===== src/rtl/disp_pkg.sv =====
// Shared types and helpers for the BCD digit feeder: FSM states, decimal range
// limit and leading-zero blanking mask.
package disp_pkg;

  typedef enum logic [1:0] {
    IDLE   = 2'd0,
    SHIFT  = 2'd1,
    COMMIT = 2'd2
  } feeder_state_t;

  localparam int unsigned MAX_DIG = 16;
  localparam int unsigned MAX_BCD = 4 * MAX_DIG;

  // Largest value representable in n decimal digits (10^n - 1).
  function automatic int unsigned pow10_m1(input int unsigned n);
    int unsigned p;
    p = 1;
    for (int unsigned i = 0; i < n; i++) begin
      p = p * 10;
    end
    return p - 1;
  endfunction

  // Bit i set when digit i and all digits above it are zero; digit 0 is always drawn.
  function automatic logic [MAX_DIG-1:0] blank_mask(input logic [MAX_BCD-1:0] bcd,
                                                    input int unsigned n);
    logic [MAX_DIG-1:0] m;
    logic               zero_above;
    m          = '0;
    zero_above = 1'b1;
    for (int unsigned i = MAX_DIG - 1; i >= 1; i--) begin
      if (i < n) begin
        zero_above = zero_above & (bcd[4*i +: 4] == 4'd0);
        m[i]       = zero_above;
      end
    end
    return m;
  endfunction

endpackage


===== src/rtl/bcd_add3.sv =====
// Double-dabble digit correction: adds 3 to a BCD digit of 5 or more so the
// following left shift carries correctly into the next decimal digit.
module bcd_add3 (
  input  logic [3:0] din,
  output logic [3:0] dout_c
);

  always_comb begin
    dout_c = din;
    if (din >= 4'd5) begin
      dout_c = din + 4'd3;
    end
  end

endmodule


===== src/rtl/bcd_digit_feeder.sv =====
// Iterative binary-to-BCD converter with a frame-synchronous display register
// and leading-zero blanking mask for the character overlay.
module bcd_digit_feeder
  import disp_pkg::*;
#(
  parameter int unsigned WIDTH = 14,
  parameter int unsigned NDIG  = 4
) (
  input  logic              clk_pix,
  input  logic              rst_pix,
  input  logic [WIDTH-1:0]  value,
  input  logic              load,
  output logic              ready,
  input  logic              frame_start,
  output logic              done,
  output logic [NDIG*4-1:0] digits,
  output logic [NDIG-1:0]   blank,
  output logic              ovf
);

  localparam int unsigned BW    = NDIG * 4;
  localparam int unsigned MAXV  = pow10_m1(NDIG);
  localparam int unsigned CW    = (WIDTH > 1) ? $clog2(WIDTH) : 1;
  localparam int unsigned VBITS = $clog2(MAXV + 1);
  localparam int unsigned NEED  = (WIDTH < VBITS) ? WIDTH : VBITS;
  localparam logic [NDIG-1:0] BLANK_RST = NDIG'(blank_mask('0, NDIG));

  // The BCD register must hold the largest value that can survive the clamp.
  if (BW < NEED) begin : g_width_check
    $error("bcd_digit_feeder: NDIG*4 too narrow for converted range");
  end

  feeder_state_t   state_q, state_d;
  logic [CW-1:0]   cnt_q, cnt_d;
  logic [WIDTH-1:0] bin_q, bin_d;
  logic [BW-1:0]   bcd_q, bcd_d;
  logic            ovf_pend_q, ovf_pend_d;
  logic [BW-1:0]   pending_q, pending_d;
  logic            pending_ovf_q, pending_ovf_d;
  logic            pending_valid_q, pending_valid_d;
  logic [BW-1:0]   digits_q, digits_d;
  logic [NDIG-1:0] blank_q, blank_d;
  logic            ovf_q, ovf_d;
  logic            done_q, done_d;
  logic            ready_q, ready_d;
  logic [BW-1:0]   adj_c;

  for (genvar g = 0; g < NDIG; g++) begin : g_add3
    bcd_add3 u_add3 (
      .din    (bcd_q[4*g +: 4]),
      .dout_c (adj_c[4*g +: 4])
    );
  end

  always_comb begin
    state_d         = state_q;
    cnt_d           = cnt_q;
    bin_d           = bin_q;
    bcd_d           = bcd_q;
    ovf_pend_d      = ovf_pend_q;
    pending_d       = pending_q;
    pending_ovf_d   = pending_ovf_q;
    pending_valid_d = pending_valid_q;
    digits_d        = digits_q;
    blank_d         = blank_q;
    ovf_d           = ovf_q;
    done_d          = 1'b0;

    unique case (state_q)
      IDLE: begin
        if (load) begin
          state_d = SHIFT;
          cnt_d   = CW'(WIDTH - 1);
          bcd_d   = '0;
          if (32'(value) > MAXV) begin
            bin_d      = WIDTH'(MAXV);
            ovf_pend_d = 1'b1;
          end else begin
            bin_d      = value;
            ovf_pend_d = 1'b0;
          end
        end
      end
      SHIFT: begin
        {bcd_d, bin_d} = {adj_c, bin_q} << 1;
        cnt_d          = cnt_q - CW'(1);
        if (cnt_q == '0) begin
          state_d = COMMIT;
          done_d  = 1'b1;
        end
      end
      COMMIT: begin
        state_d = IDLE;
      end
      default: begin
        state_d = IDLE;
      end
    endcase

    // Display update sees pending as it was before this edge.
    if (frame_start && pending_valid_q) begin
      digits_d        = pending_q;
      ovf_d           = pending_ovf_q;
      blank_d         = NDIG'(blank_mask(MAX_BCD'(pending_q), NDIG));
      pending_valid_d = 1'b0;
    end

    // A fresh result always wins over a same-edge display commit.
    if (state_q == COMMIT) begin
      pending_d       = bcd_q;
      pending_ovf_d   = ovf_pend_q;
      pending_valid_d = 1'b1;
    end

    ready_d = (state_d == IDLE);
  end

  always_ff @(posedge clk_pix or posedge rst_pix) begin
    if (rst_pix) begin
      state_q         <= IDLE;
      cnt_q           <= '0;
      bin_q           <= '0;
      bcd_q           <= '0;
      ovf_pend_q      <= 1'b0;
      pending_q       <= '0;
      pending_ovf_q   <= 1'b0;
      pending_valid_q <= 1'b0;
      digits_q        <= '0;
      blank_q         <= BLANK_RST;
      ovf_q           <= 1'b0;
      done_q          <= 1'b0;
      ready_q         <= 1'b1;
    end else begin
      state_q         <= state_d;
      cnt_q           <= cnt_d;
      bin_q           <= bin_d;
      bcd_q           <= bcd_d;
      ovf_pend_q      <= ovf_pend_d;
      pending_q       <= pending_d;
      pending_ovf_q   <= pending_ovf_d;
      pending_valid_q <= pending_valid_d;
      digits_q        <= digits_d;
      blank_q         <= blank_d;
      ovf_q           <= ovf_d;
      done_q          <= done_d;
      ready_q         <= ready_d;
    end
  end

  assign ready  = ready_q;
  assign done   = done_q;
  assign digits = digits_q;
  assign blank  = blank_q;
  assign ovf    = ovf_q;

endmodule


===== config.mk =====
export PLATFORM = sky130hd
export DESIGN_NAME = bcd_digit_feeder
export DESIGN_NICKNAME = d
export VERILOG_FILES = /design/src/rtl/disp_pkg.sv /design/src/rtl/bcd_add3.sv /design/src/rtl/bcd_digit_feeder.sv
export SDC_FILE = /design/constraint.sdc
export NUM_CORES = 1
export LEC_CHECK = 0
export CAP_MARGIN = 10
export CORE_UTILIZATION = 59
export DETAILED_ROUTE_END_ITERATION = 16
export PLACE_DENSITY = 0.84
export SETUP_SLACK_MARGIN = 0.02
export SYNTH_ARGS = -nofsm -noshare
export SYNTH_HDL_FRONTEND = slang
export SYNTH_SLANG_ARGS = --single-unit

===== constraint.sdc =====
create_clock -name clk_pix -period 6.7 [get_ports clk_pix]
set_input_delay 2.01 -clock clk_pix [delete_from_list [all_inputs] [get_ports clk_pix]]
set_output_delay 2.01 -clock clk_pix [all_outputs]
set_load 0.05 [all_outputs]

# Word-level counts from Yosys, hierarchy flattened
# Index checks and enable logic that the tools add are counted.
# totals
input_bits,18
register_bits,77
# op_classes
mux,21
magnitude_cmp,5
eq_ne,3
n_bitwise,2
n_addsub,5
n_reduce_logical,11
# ops
operator,n
16-bit case mux with 2 select lines,1
14-bit 2-to-1 mux,2
14-bit case mux with 2 select lines,1
4-bit by 3-bit >= comparator with 1-bit output (second input constant),4
4-bit zero test,4
16-bit 2-to-1 mux,1
4-bit 2-to-1 mux,4
14-bit > comparator (second input constant),1
4-bit by 2-bit adder with 4-bit output (second input constant),3
4-bit case mux with 2 select lines,1
1-bit 2-to-1 mux,7
2-bit zero test,2
2-bit 2-to-1 mux,2
2-bit case mux with 2 select lines,1
2-bit AND reduction,2
2-bit nonzero test,2
4-bit by 1-bit subtractor with 4-bit output (second input constant),1
3-bit by 2-bit adder with 3-bit output (second input constant),1
3-bit 2-to-1 mux,1
1-bit AND,2
2-bit by 1-bit equality test with 1-bit output (second input constant),1
2-bit equality test (second input constant),1
2-bit != test (second input constant),1
1-bit logical AND,1

# Logic depth before layout (Yosys ltp)
# Gate-level depths: netlist (run 1).
# depth
ltp_word,5
mapped_depth,6

# Cells and area by module
# A second synthesis (run 1) with hierarchy kept.
# hier_totals
cells_unflattened,294
hier_area_um2,3484.6
# modules_own_cells
mod,seq_area_each_um2,n_inst,area_each_um2,cells_each
bcd_digit_feeder,1931.9,1,3079.2,230
bcd_add3,0.0,4,101.3,16

# Worst setup path after synthesis (run 1)
# Ideal clock, no wire load.
# synth_timing
path_type,input to register
startpoint,input port load
endpoint,register bin_q[1]
t_required_ns,6.581
arrival_ns,2.991
slack_ns,3.590
n_path_buf,0
setup_ns,0.119
cell_stages,4
path_cell_list,or3b_4 > or2_4 > a21o_1 > o21a_1
# synth_via
elab_chain_cells,2
# synth_rtl
element,line,text
"start, declared",bcd_digit_feeder.sv:12,"input logic load,"
2-bit != test (no line),--,
2-bit AND reduction (no line),--,
"end signal, assigned",bcd_digit_feeder.sv:136,bin_q <= bin_d;
"end, declared",bcd_digit_feeder.sv:35,"logic [WIDTH-1:0] bin_q, bin_d;"
# No other way between the ends.
# A chain may end at the register's enable or synchronous reset.

# Final worst setup path (run 1)
# layout_timing
startpoint,register blank_q[2] (netlist: blank[2])
endpoint,output port blank[2]
# layout_lines
element,line,text
"start, declared",bcd_digit_feeder.sv:42,"logic [NDIG-1:0] blank_q, blank_d;"
"start signal, assigned",bcd_digit_feeder.sv:143,blank_q <= blank_d;
"end, declared",bcd_digit_feeder.sv:17,"output logic [NDIG-1:0] blank,"
# No word-level cell between the ends.

==> reports/metrics.yaml, run 1 <==
yosys:
  synth_seq_area_share_pct: 57.96
  synth_edf_count: 0
  synth_fp_nets: 300
  synthCells: 273
  yosysTopAreaCell: "dfrtp_1"
  async_flop_share_pct: 100.0
  synth_ff_type: "dfrtp_1"
  yosysWarnings: 0
  synth_most_common_cell: "dfrtp_1"
  yosys.area.top_type_share_pct: 54.80
  synth_area_um2: 3333
  syn_avg_cell_area_um2: 12.21
  synth_seq_cells: 77
  ys_top_cells_by_count: "dfrtp_1, mux2_2, nand2_1"
  ys_types: 40
  synthTopCellsByArea: "dfrtp_1, mux2_2, ha_1, dfstp_2, nand2_1"
cts:
  tritoncts: "yes"
  cts_resized: 0
  post_cts_buffers: 0
  ctsHoldBuffers: 0
  cts_htree_levels: 3
  cts_made_buffers: 9
  clockBufferDepth: 2
  clkSlewWorstSetupHoldPaths_ns: 0.07
  clock-sinks: 77
  clk_latency_ns: 0.34
  root_buffer: "clkbuf_8"
final_layout:
  syn_to_final_growth_pct: 18.77
  nFillCells: 410
  regArea_um2: 1932
  antennaDiodeCount: 0
  instances_no_fill: 390
  layout-drive-gt1-share_pct: 18.24
  layout.nets: 341
  multi_input_area_um2: 1294
global_route:
  track_usage_pct: 21.33
  antenna_found_initial: 0
  grt_pass1_vias: 2312
  grt_pass1_wl_um: 9846
  grt.overflow.total: 0
  grt_max_degree: 41
worst_setup_path:
  max_stage_delay_ns: 0.79
  path_buf_inv: 1
  cp_top_family: "buffers and inverters"
  cp.arrival_ns: 1.66
  crit_fanout: 2
  cp_cell_sequence: "clkdlybuf4s50_1"
  startpoint_type: "flop"
  crit_path_top_delay_cell: "clkdlybuf4s50_1"
  crit_required_ns: 4.69
  critPathKind: "reg2out"
  end_kind: "output pin"
power:
  powerDensity_nw_per_um2: 414.6
  intPower_mw: 1.058
  p_seq_share_pct: 44.8
  peakVddDrop_v: 0.0002063
  p_clk_share_pct: 19.2
  power_frac_comb_pct: 36.0
  power_mw: 1.641
  p_leak_nw: 1.869
  swShare_pct: 35.51
  p_sw_mw: 0.5829
drt:
  ant_nets: 0
  drc_errors: 0
  vias: 2268
  wl_um: 5541
  routed_via_density: 5.815
  wl_per_cell_um: 14.21
  drt_iter0_drc: 100
  firstDrtPassIters: 4
floorplanning:
  ios: 41
  start_util_pct: 60.91
  die_area_um2: 5954
  die_w_um: 77.17
  fp-row-count: 27
  die_y_um: 77.17
  fp.coreArea_um2: 5473
timing:
  worst_pin_slew_ns: 0.8532
  setup_viol: 0
  fin_skew_ns: 0.007292
  period_share_pct: 54.77
  slew_viol_final: 0
  finalHoldViolations: 0
  fin_crit_ns: 3.670
  whs_ns: 0.4702
  tns_ns: 0
  rsz0062_at_grt: "no"
  max_freq_ghz: 0.2725
  relSlewSlack_pct: 42.98
placed_design:
  place_congestion: 0.8340
  place_hpwl_um: 3863
  io_buffers: 39
  dp_cells: 375
min_path:
  min_path_type: "reg2reg"
run:
  cap_violations: 0
run_status:
  status: "completed"
cell families (layout without fill, tap and decap cells):
kind of cell	Yosys count	after routing	share of synthesized area, %
buffers and inverters	26	71	3.228
AND/OR/NAND/NOR	55	55	8.822
adder cells (fa/ha/maj)	9	9	3.378
other	1	1	0.1125
AO/OA/AOI/OAI	62	62	12.50
flip-flops	77	77	57.96
XOR/XNOR	5	5	1.314
multiplexers	38	38	12.69
through the flow:
| stage | worst slack [ns] | utilization, % | cell area [um^2] |
|---|---|---|---|
| after floorplan | 2.730 | - | 3333 |
| after global placement | 3.041 | 69.09 | 3781 |
| after detailed placement | 2.993 | 69.09 | 3781 |
| after CTS | 3.016 | 72.34 | 3959 |
| after global routing | 2.999 | 72.34 | 3959 |
| final | 3.030 | 72.34 | 3959 |
metal layers:
layer / up-vias / track usage, % / wire length, um / part of all wire, %
li1: 1069 / - / - / -
met1: 1135 / 25.34 / 2509 / 45
met4: 0 / 12.08 / 116 / 2.1
met3: 12 / 4.048 / 168 / 3.0
met2: 52 / 36.19 / 2746 / 50
met5: - / 0 / 0 / 0
layout make-up:
class	count	area share, %
clock buffers	14	4.362
multi-input cells	170	32.68
inverters	14	1.327
clock inverters	1	0.1264
flip-flops and latches	77	48.80
repair buffers	42	10.43
well taps	72	2.276
final timing paths:
kind / end / slack, ns / cells after the start / from
worst max-delay path: blank[2] / 3.03 / 1 / blank[2]
worst min-delay path: blank[2] / 0.47 / 2 / blank[2]
worst max register to register: cnt_q[3] / 5.03 / 7 / state_q[0]
worst min register to register: blank[2] / 0.47 / 2 / blank[2]
max in group asynchronous: ready / 3.58 / 3 / rst_pix
min in group asynchronous: digits[15] / 2.14 / 2 / rst_pix
power groups by stage:
stage               sequential (mW)  combinational, mW  clock [mW]
floorplan                     0.774              0.410           0
global placement              0.737              0.567           0
detailed placement            0.744              0.593           0
CTS                           0.736              0.600       0.319
global route                  0.756              0.658       0.342
finish                        0.736              0.591       0.315
placed cells by master, fill, tap and decap left out, types with 2 or more instances in the layout:
master	synthesis	final
mux2i_1	4	4
nand2_1	20	20
o21ai_0	11	11
a21o_1	2	2
a22oi_1	4	4
clkdlybuf4s50_1	0	39
ha_1	9	9
clkbuf_1	3	2
dfrtp_1	73	73
nand2b_1	5	5
buf_4	1	3
nor4_1	3	3
nor3b_1	5	5
dfstp_2	4	4
or4_1	4	4
nor2_1	9	9
clkbuf_8	0	12
mux2_2	34	34
a21oi_1	11	11
inv_1	13	12
o31ai_1	5	5
inv_2	1	2
o22ai_1	11	11
xnor2_1	5	5
a22o_1	4	4
o22a_1	3	3
a32o_1	4	4
o21a_1	4	4
nor3_1	2	2
sequential cells by signal, indices dropped and copies added (netlist names):
signal / count
state_q: 2
ovf: 1
done: 1
digits: 16
pending_ovf_q: 1
bcd_q: 16
ready: 1
blank: 3
ovf_pend_q: 1
cnt_q: 4
bin_q: 14
pending_valid_q: 1
pending_q: 16
Power figures use the tool's default switching activity.
==> run 2, diff against run 1 <==
Settings changed: CORE_UTILIZATION 59 to 55, PLACE_DENSITY 0.84 to 0.79.
Clock period 6.7 ns to 3.42 ns, I/O delays scaled along.
==> reports/metrics.yaml, run 2 (synthesis results as in run 1) <==
timing:
  slew_viol_final: 0  # unchanged
  fin_skew_ns: 0.007480  # +0.0001886 ns
  relSlewSlack_pct: 42.87  # -0.11 points
  setup_slack_ns: 0.7299  # -2.300 ns
  max_freq_ghz: 0.3717
  setup_viol: 0  # unchanged
  fin_crit_ns: 2.690
  tns_ns: 0  # unchanged
  rsz0062_at_grt: "no"
  worst_pin_slew_ns: 0.8549  # +0.001687 ns
  finalHoldViolations: 0  # unchanged
  period_share_pct: 78.66
final_layout:
  antennaDiodeCount: 0  # unchanged
  design_area_um2: 3981  # +0.57%
  final_cell_mix: "dfrtp_1, clkdlybuf4s50_1, mux2_2, nand2_1, inv_1"
  utilization_pct: 70.15  # -2.2 points
  layout.nets: 342  # +0.29%
  mostFrequentLayoutCell: "dfrtp_1"
  syn_to_final_growth_pct: 19.44
  nFillCells: 408  # -0.49%
  layout-drive-gt1-share_pct: 18.75  # +0.51 points
power:
  p_seq_share_pct: 44.1  # -0.7 points
  power_frac_comb_pct: 35.3  # -0.7 points
  swShare_pct: 35.49  # about the same
  intPower_mw: 2.108  # +99%
  p_clk_share_pct: 20.6  # +1.4 points
  power_mw: 3.268  # +99%
  powerDensity_nw_per_um2: 820.9  # +98%
  peakVddDrop_v: 0.0004412  # +110%
  p_leak_nw: 1.878  # +0.46%
  p_sw_mw: 1.160  # +99%
drt:
  firstDrtPassIters: 4  # unchanged
  wl_per_cell_um: 15.00  # +5.6%
  wl_um: 5881  # +6.1%
  drt_iter0_drc: 125  # +25%
  vias: 2275  # +0.31%
  drc_errors: 0  # unchanged
  routed_via_density: 5.804  # -0.20%
  ant_nets: 0  # unchanged
floorplanning:
  fp-row-count: 27  # unchanged
  die_w_um: 79.85  # +3.5%
  fp.coreArea_um2: 5675  # +3.7%
  die_area_um2: 6376  # +7.1%
  die_y_um: 79.85  # +3.5%
  start_util_pct: 58.73  # -2.2 points
  ios: 41  # unchanged
global_route:
  antenna_found_initial: 0  # unchanged
  grt_pass1_vias: 2181  # -5.7%
  track_usage_pct: 21.59  # +0.26 points
  grt_pass1_wl_um: 10260  # +4.2%
  grt.overflow.total: 0  # unchanged
  grt_max_degree: 43  # +4.9%
worst_setup_path:
  timing.rr.start: "state_q[1]"
  end_kind: "output pin"
  crit_path_top_delay_cell: "clkdlybuf4s50_1"
  path_buf_inv: 1  # unchanged
  cp_cell_sequence: "clkdlybuf4s50_1"
  max_stage_delay_ns: 0.79  # about the same
  cp.arrival_ns: 1.66  # about the same
  critPathKind: "reg2out"
  startpoint: "blank[3]"
  crit_required_ns: 2.39  # -2.30 ns
  cp_top_family: "buffers and inverters"
  crit_fanout: 2  # unchanged
  startpoint_type: "flop"
cts:
  cts_htree_levels: 3  # unchanged
  ctsHoldBuffers: 0  # unchanged
  clk_latency_ns: 0.35  # about the same
  clkSlewWorstSetupHoldPaths_ns: 0.07  # about the same
  cts_resized: 0  # unchanged
  tritoncts: "yes"
  root_buffer: "clkbuf_8"
  cts_made_buffers: 9  # unchanged
  clockBufferDepth: 2  # unchanged
  post_cts_buffers: 0  # unchanged
  clock-sinks: 77  # unchanged
placed_design:
  place_ws_ns: 0.7057  # -2.287 ns
  dpl_cell_area_um2: 3789  # +0.20%
  place_hpwl_um: 4035  # +4.4%
  io_buffers: 39  # unchanged
  place_congestion: 0.7850  # -5.9%
min_path:
  min_path_type: "reg2reg"
  hold_start: "blank[3]"
run:
  cap_violations: 0  # unchanged
run_status:
  status: "completed"
-- run 2: changes by cell type in the layout (fill, tap and decap cells not counted), sizes merged --
cell,before,now
clkinvlp,0,1
bufinv,0,1
clkbuf,14,12
buf,3,4
clkinv,1,2
-- run 2: cell type report --
class                      instances  area, um^2  area share (%)
timing repair buffer              43       420.4           10.56
inverter                          14       52.55           1.320
clock inverter                     4       47.55           1.194
sequential                        77        1932           48.52
tap                               72       90.09           2.263
clock buffer                      12       145.1           3.645
multi-input combinational        170        1294           32.50
-- run 2: metrics by stage --
stage               std cells  hold WS [ns]
detailed placement        376        0.4664
CTS                       392        0.4832
floorplan                 273        0.4496
global route              392        0.5067
global placement          376        0.4583
finish                    392        0.4785
-- run 2: path summary, 6_finish.rpt --
path	endpoint	slack, ns	depth (start not counted)
min in group asynchronous	digits[15]	1.11	3
worst min-delay path	blank[3]	0.48	2
worst min register to register	blank[3]	0.48	2
worst max-delay path	blank[3]	0.73	1
worst max register to register	bin_q[3]	1.73	4
max in group asynchronous	ready	1.90	3
-- run 2: metal layers --
layer | global-route usage, % | share of wire, % | wire (um) | vias to the layer above
li1 | - | - | - | 1062
met1 | 27.86 | 44 | 2598 | 1146
met2 | 34.79 | 50 | 2916 | 57
met3 | 5.943 | 4.4 | 259 | 10
met4 | 8.036 | 1.8 | 107 | 0
met5 | 0 | 0 | 0 | -
-- run 2: power by group through the flow --
stage	Sequential, mW	Combinational [mW]	Clock (mW)
floorplan	1.52	0.802	0
global placement	1.44	1.12	0
detailed placement	1.46	1.16	0
CTS	1.44	1.17	0.685
global route	1.49	1.30	0.732
finish	1.44	1.15	0.673
